==> src/rtl/ro_puf_pkg.sv <==
// rtl/ro_puf_pkg.sv - shared state type and default parameters for the RO PUF evaluator
package ro_puf_pkg;

  typedef enum logic [2:0] {
    ST_IDLE    = 3'd0,
    ST_SETTLE  = 3'd1,
    ST_MEASURE = 3'd2,
    ST_COMPARE = 3'd3,
    ST_HOLD    = 3'd4
  } ro_eval_state_t;

  localparam int RO_WINDOW_DEFAULT = 4096;
  localparam int RO_SETTLE_DEFAULT = 16;
  localparam int RO_CNT_W_DEFAULT  = 16;

endpackage

==> src/rtl/ro_edge_counter.sv <==
// rtl/ro_edge_counter.sv - synchronizes one RO output and counts its rising edges, saturating
module ro_edge_counter
  import ro_puf_pkg::*;
#(
  parameter int CNT_W = RO_CNT_W_DEFAULT
) (
  input  logic             clk,
  input  logic             rst_n,
  input  logic             ro_in,
  input  logic             clear,
  input  logic             count_en,
  output logic [CNT_W-1:0] count
);

  logic sync_1;
  logic sync_2;
  logic hist;
  logic rise;

  assign rise = sync_2 & ~hist;

  // Synchronizer and history run continuously so the first MEASURE cycle sees a valid history.
  always_ff @(posedge clk or negedge rst_n) begin
    if (!rst_n) begin
      sync_1 <= 1'b0;
      sync_2 <= 1'b0;
      hist   <= 1'b0;
      count  <= '0;
    end else begin
      sync_1 <= ro_in;
      sync_2 <= sync_1;
      hist   <= sync_2;
      if (clear) begin
        count <= '0;
      end else if (count_en && rise && (count != '1)) begin
        count <= count + 1'b1;
      end
    end
  end

endmodule

==> src/rtl/ro_puf_evaluator.sv <==
// rtl/ro_puf_evaluator.sv - enables an RO pair, counts both over a window, compares into one response bit
module ro_puf_evaluator
  import ro_puf_pkg::*;
#(
  parameter int WINDOW_CYCLES = RO_WINDOW_DEFAULT,
  parameter int SETTLE_CYCLES = RO_SETTLE_DEFAULT,
  parameter int CNT_W         = RO_CNT_W_DEFAULT
) (
  input  logic             clk,
  input  logic             rst_n,
  input  logic             start,
  output logic             busy,
  output logic             ro_enable,
  input  logic             ro_a_in,
  input  logic             ro_b_in,
  output logic             resp_valid,
  input  logic             resp_ready,
  output logic             resp_bit,
  output logic             resp_tie,
  output logic [CNT_W-1:0] count_a,
  output logic [CNT_W-1:0] count_b
);

  localparam logic [2:0] S_IDLE    = ST_IDLE;
  localparam logic [2:0] S_SETTLE  = ST_SETTLE;
  localparam logic [2:0] S_MEASURE = ST_MEASURE;
  localparam logic [2:0] S_COMPARE = ST_COMPARE;
  localparam logic [2:0] S_HOLD    = ST_HOLD;

  localparam int PH_MAX = (SETTLE_CYCLES > WINDOW_CYCLES) ? SETTLE_CYCLES : WINDOW_CYCLES;
  localparam int PH_W   = $clog2(PH_MAX + 1);

  logic [2:0]      state;
  logic [2:0]      state_nxt;
  logic [PH_W-1:0] phase;
  logic            phase_done;
  logic            accept;
  logic            counting;

  assign phase_done = (phase == '0);
  assign accept     = (state == S_IDLE) && start;
  assign counting   = (state == S_MEASURE);
  assign busy       = (state != S_IDLE);
  assign resp_valid = (state == S_HOLD);

  always_comb begin
    state_nxt = state;
    case (state)
      S_IDLE:    if (start)       state_nxt = S_SETTLE;
      S_SETTLE:  if (phase_done)  state_nxt = S_MEASURE;
      S_MEASURE: if (phase_done)  state_nxt = S_COMPARE;
      S_COMPARE:                  state_nxt = S_HOLD;
      S_HOLD:    if (resp_ready)  state_nxt = S_IDLE;
      default:                    state_nxt = S_IDLE;
    endcase
  end

  // Phase counts down remaining cycles of SETTLE, then is reloaded for the MEASURE window.
  always_ff @(posedge clk or negedge rst_n) begin
    if (!rst_n) begin
      state     <= S_IDLE;
      phase     <= '0;
      ro_enable <= 1'b0;
      resp_bit  <= 1'b0;
      resp_tie  <= 1'b0;
    end else begin
      state     <= state_nxt;
      ro_enable <= (state_nxt == S_SETTLE) || (state_nxt == S_MEASURE);
      if (accept) begin
        phase <= PH_W'(SETTLE_CYCLES - 1);
      end else if ((state == S_SETTLE) && phase_done) begin
        phase <= PH_W'(WINDOW_CYCLES - 1);
      end else if (!phase_done && ((state == S_SETTLE) || (state == S_MEASURE))) begin
        phase <= phase - 1'b1;
      end
      if (accept) begin
        resp_bit <= 1'b0;
        resp_tie <= 1'b0;
      end else if (state == S_COMPARE) begin
        resp_bit <= (count_a > count_b);
        resp_tie <= (count_a == count_b);
      end
    end
  end

  ro_edge_counter #(.CNT_W(CNT_W)) u_cnt_a (
    .clk      (clk),
    .rst_n    (rst_n),
    .ro_in    (ro_a_in),
    .clear    (accept),
    .count_en (counting),
    .count    (count_a)
  );

  ro_edge_counter #(.CNT_W(CNT_W)) u_cnt_b (
    .clk      (clk),
    .rst_n    (rst_n),
    .ro_in    (ro_b_in),
    .clear    (accept),
    .count_en (counting),
    .count    (count_b)
  );

endmodule

==> config.mk <==
export PLATFORM = sky130hd
export DESIGN_NAME = ro_puf_evaluator
export DESIGN_NICKNAME = d
export VERILOG_FILES = /design/src/rtl/ro_puf_pkg.sv /design/src/rtl/ro_edge_counter.sv /design/src/rtl/ro_puf_evaluator.sv
export SDC_FILE = /design/constraint.sdc
export NUM_CORES = 1
export LEC_CHECK = 0
export CORE_ASPECT_RATIO = 0.9
export CORE_MARGIN = 10
export CORE_UTILIZATION = 52
export CTS_BUF_LIST = sky130_fd_sc_hd__clkbuf_8
export CTS_CLUSTER_DIAMETER = 150
export CTS_CLUSTER_SIZE = 12
export DETAILED_ROUTE_END_ITERATION = 10
export GPL_ROUTABILITY_DRIVEN = 0
export PLACE_DENSITY_LB_ADDON = 0.05
export SLEW_MARGIN = 20
export SYNTH_ARGS = -nofsm -noshare
export SYNTH_HDL_FRONTEND = slang
export SYNTH_HIERARCHICAL = 1
export SYNTH_SLANG_ARGS = --single-unit
==> constraint.sdc <==
create_clock -name clk -period 2.1 [get_ports clk]
set_clock_uncertainty 0.05 [all_clocks]
set_input_delay 0.315 -clock clk [delete_from_list [all_inputs] [get_ports clk]]
set_output_delay 0.315 -clock clk [all_outputs]
set_load 0.05 [all_outputs]
==> flow_summary.toml <==
[setup_path]
path_cells = "clkdlybuf4s50_1"
rrSetupSlack_ns = 0.08
arrival_ns = 1.68
path_class = "flip-flop to primary output"
r2r_end = "u_cnt_b/count[15]$_DFFE_PN0P_"
slowest_stage = "clkdlybuf4s50_1"
timing.rr.start = "state[0]$_DFF_PN0_"
cp_data_required_time_ns = 1.74
critPathMaxFanout = 7
worst-path-stages = 1
rr_worst_depth = 6
cp_top_family = "buffers and inverters"
cp_num_buf_inv = 1
start_kind = "flip-flop"
crit_path_end_kind = "primary output"
slowest_delay_ns = 0.86

[die]
rows = 28
initial_core_util_pct = 53.40
fp.dieH_um = 98.02
core_um2 = 6586
dieWidth_um = 106.7
dieArea_um2 = 10460
ioPinCount = 43

[sta]
fin_crit_sh_pct = 97.26
rsz0062_at_grt = "yes"
setup_violations = 0
fmax_ghz = 0.4896
worst_pin_slew_ns = 0.6442
final_max_slew_viol_count = 0
slew_headroom_pct = 56.73
period_minus_slack_ns = 2.042
hold_violations = 0

[yosys]
ys_seq_area_share_pct = 40.55
synth_nets = 401
synth_edf_count = 0
synthCells = 376
async_reset_ff_share_pct = 100.0
synth_area_um2 = 3517
syn_area_per_cell_um2 = 9.354
synth_cell_types = 53
synth-seq-cells = 57
yosys_warnings = 6
synth_ff_type = "dfrtp_1"

[clocking]
clock_sinks = 57
htreeDepth = 3
cts_tree = "built"
clk_pin_slew_ns = 0.07
clock_latency_ns = 0.34
clockRootBuffer = "clkbuf_8"
clock_path_buffers = 2
cts_buffers = 9

[drt]
wl_per_cell_um = 17.18
dr.first_iter.drc_count = 164
avgViaCountPerCell = 6.118
wl_um = 9327
num_vias = 3322
drc = 0
dr.pass1.iters = 5
antenna_left = 0

[final_layout]
post-route-util_pct = 67.80
drive_above_1_share_pct = 19.65
multi_input_area_um2 = 1959
area_delta_synth_final_pct = 26.97
layout_common_cells = "dfrtp_1, a21oi_1, buf_4, clkdlybuf4s50_1, nand2_1"
layoutNonFillerInstCount = 543
final_common_cell = "dfrtp_1"
n_antenna_cell = 0
n_fill_cell = 570
seq_area_um2 = 1433
nets = 473
fin_area_um2 = 4466

[hold_path]
hp-class = "flip-flop to flip-flop"
worst_hold_startpoint = "u_cnt_a/sync_1$_DFF_PN0_"
hold_depth = 0
holdPathEnd = "u_cnt_a/sync_2$_DFF_PN0_"

[outcome]
status = "finished clean"

[placement]
port_buffers = 42
dp_cells = 523
placed_area_um2 = 4213
hpwl_um = 6673

[grt]
grt_max_degree = 58
track_usage_pct = 17.84
grt_pass1_wl_um = 15470
grt_antenna_before_repair = 0
first_global_vias = 3147
grt_overflow_total = 0

[pwr]
vdd_drop_max_v = 0.0006747
p_leak_nw = 1.967
power.density_nw_per_um2 = 1159

[flow_run]
maxCapViolCount = 0
-- per-layer routing --
| metal | global-route usage [%] | wire (um) | vias to the layer above |
|---|---|---|---|
| li1 | - | - | 1570 |
| met1 | 20.89 | 3946 | 1650 |
| met2 | 30.85 | 4811 | 90 |
| met3 | 5.650 | 490 | 12 |
| met4 | 4.370 | 78 | 0 |
| met5 | 0 | 0 | - |
-- repair_timing --
action                     in CTS  in global routing
hold buffers                    1                  0
buffers inserted                0                  3
gates resized for setup         0                 15
hold endpoints to repair       57                  0
setup endpoints to repair       0                 19
-- cells by family after synthesis --
family                   Yosys count  share of synthesized area [%]
AO/OA/AOI/OAI                     97                          17.47
adder cells (fa/ha/maj)           19                          6.759
buffers and inverters             35                          4.162
flip-flops                        57                          40.56
multiplexers                      10                          3.131
AND/OR/NAND/NOR                  158                          27.93
-- stage by stage --
stage	setup slack [ns]	hold WS, ns	setup TNS, ns	power (mW)
after detailed placement	0.06422	0.2855	0	4.241
final	0.05761	0.3016	0	5.177
after global routing	-0.01030	0.3046	-0.01030	5.528
after CTS	0.00002054	0.3018	0	5.188
after floorplan	0.01628	-0.03059	0	3.346
after global placement	0.1411	0.2825	0	4.160
-- final cells by class --
type	count	area share, %
flip-flops and latches	57	32.08
clock buffers	11	3.390
multi-input cells	284	43.88
repair buffers	73	15.52
clock inverters	5	0.6725
inverters	23	1.933
well taps	90	2.522
-- power by group --
group / total [mW] / switching [mW] / leakage [nW] / internal [mW]
Sequential: 1.83 / 0.429 / 0.720 / 1.41
Clock: 0.942 / 0.457 / 0.0911 / 0.485
Combinational: 2.40 / 1.48 / 1.16 / 0.918
Total: 5.18 / 2.37 / 1.97 / 2.81
-- registers in the layout, summed over array words and instances (netlist names) --
signal and flops:
u_cnt_b/sync_1 1, phase 13, state 3, u_cnt_a/sync_2 1
u_cnt_a/count 16, resp_bit 1, u_cnt_a/hist 1, ro_enable 1
u_cnt_b/hist 1, u_cnt_b/sync_2 1, u_cnt_a/sync_1 1, u_cnt_b/count 16
resp_tie 1
-- synthesized netlist by cell type, drive strengths merged (4+ instances only) --
library cell  count  area [um^2]
o31ai            18        135.1
inv              23        86.33
or4              19        145.1
or3               5        33.78
nor2b             8        50.05
a21o              5        45.04
nor3              4        25.02
nand2            26        97.59
o21ai            19        95.09
buf               5        33.78
dfrtp            57         1426
nand3b            8        60.06
or2               4        30.03
nor4             15        127.6
a21oi            39        206.5
nor2             24        92.59
a31oi             4        25.02
mux2              8        90.09
nand3            13        65.06
nand4            17        118.9
ha               19        237.7
clkbuf            7        26.28
and4              4        37.54
-- how the worst max path moves through the flow --
stage                             startpoint                            end  slack [ns]
3_3_place_gp              state[0]$_DFF_PN0_  u_cnt_b/count[15]$_DFFE_PN0P_        0.14
4_1_cts         u_cnt_a/count[8]$_DFFE_PN0P_                     count_a[8]     0.00002
5_1_grt                   state[0]$_DFF_PN0_  u_cnt_b/count[15]$_DFFE_PN0P_       -0.01
3_5_place_dp              state[0]$_DFF_PN0_  u_cnt_b/count[15]$_DFFE_PN0P_        0.06
6_report       u_cnt_a/count[10]$_DFFE_PN0P_                    count_a[10]        0.06
2_1_floorplan             state[0]$_DFF_PN0_  u_cnt_a/count[11]$_DFFE_PN0P_        0.02
Power figures use the tool's default switching activity.
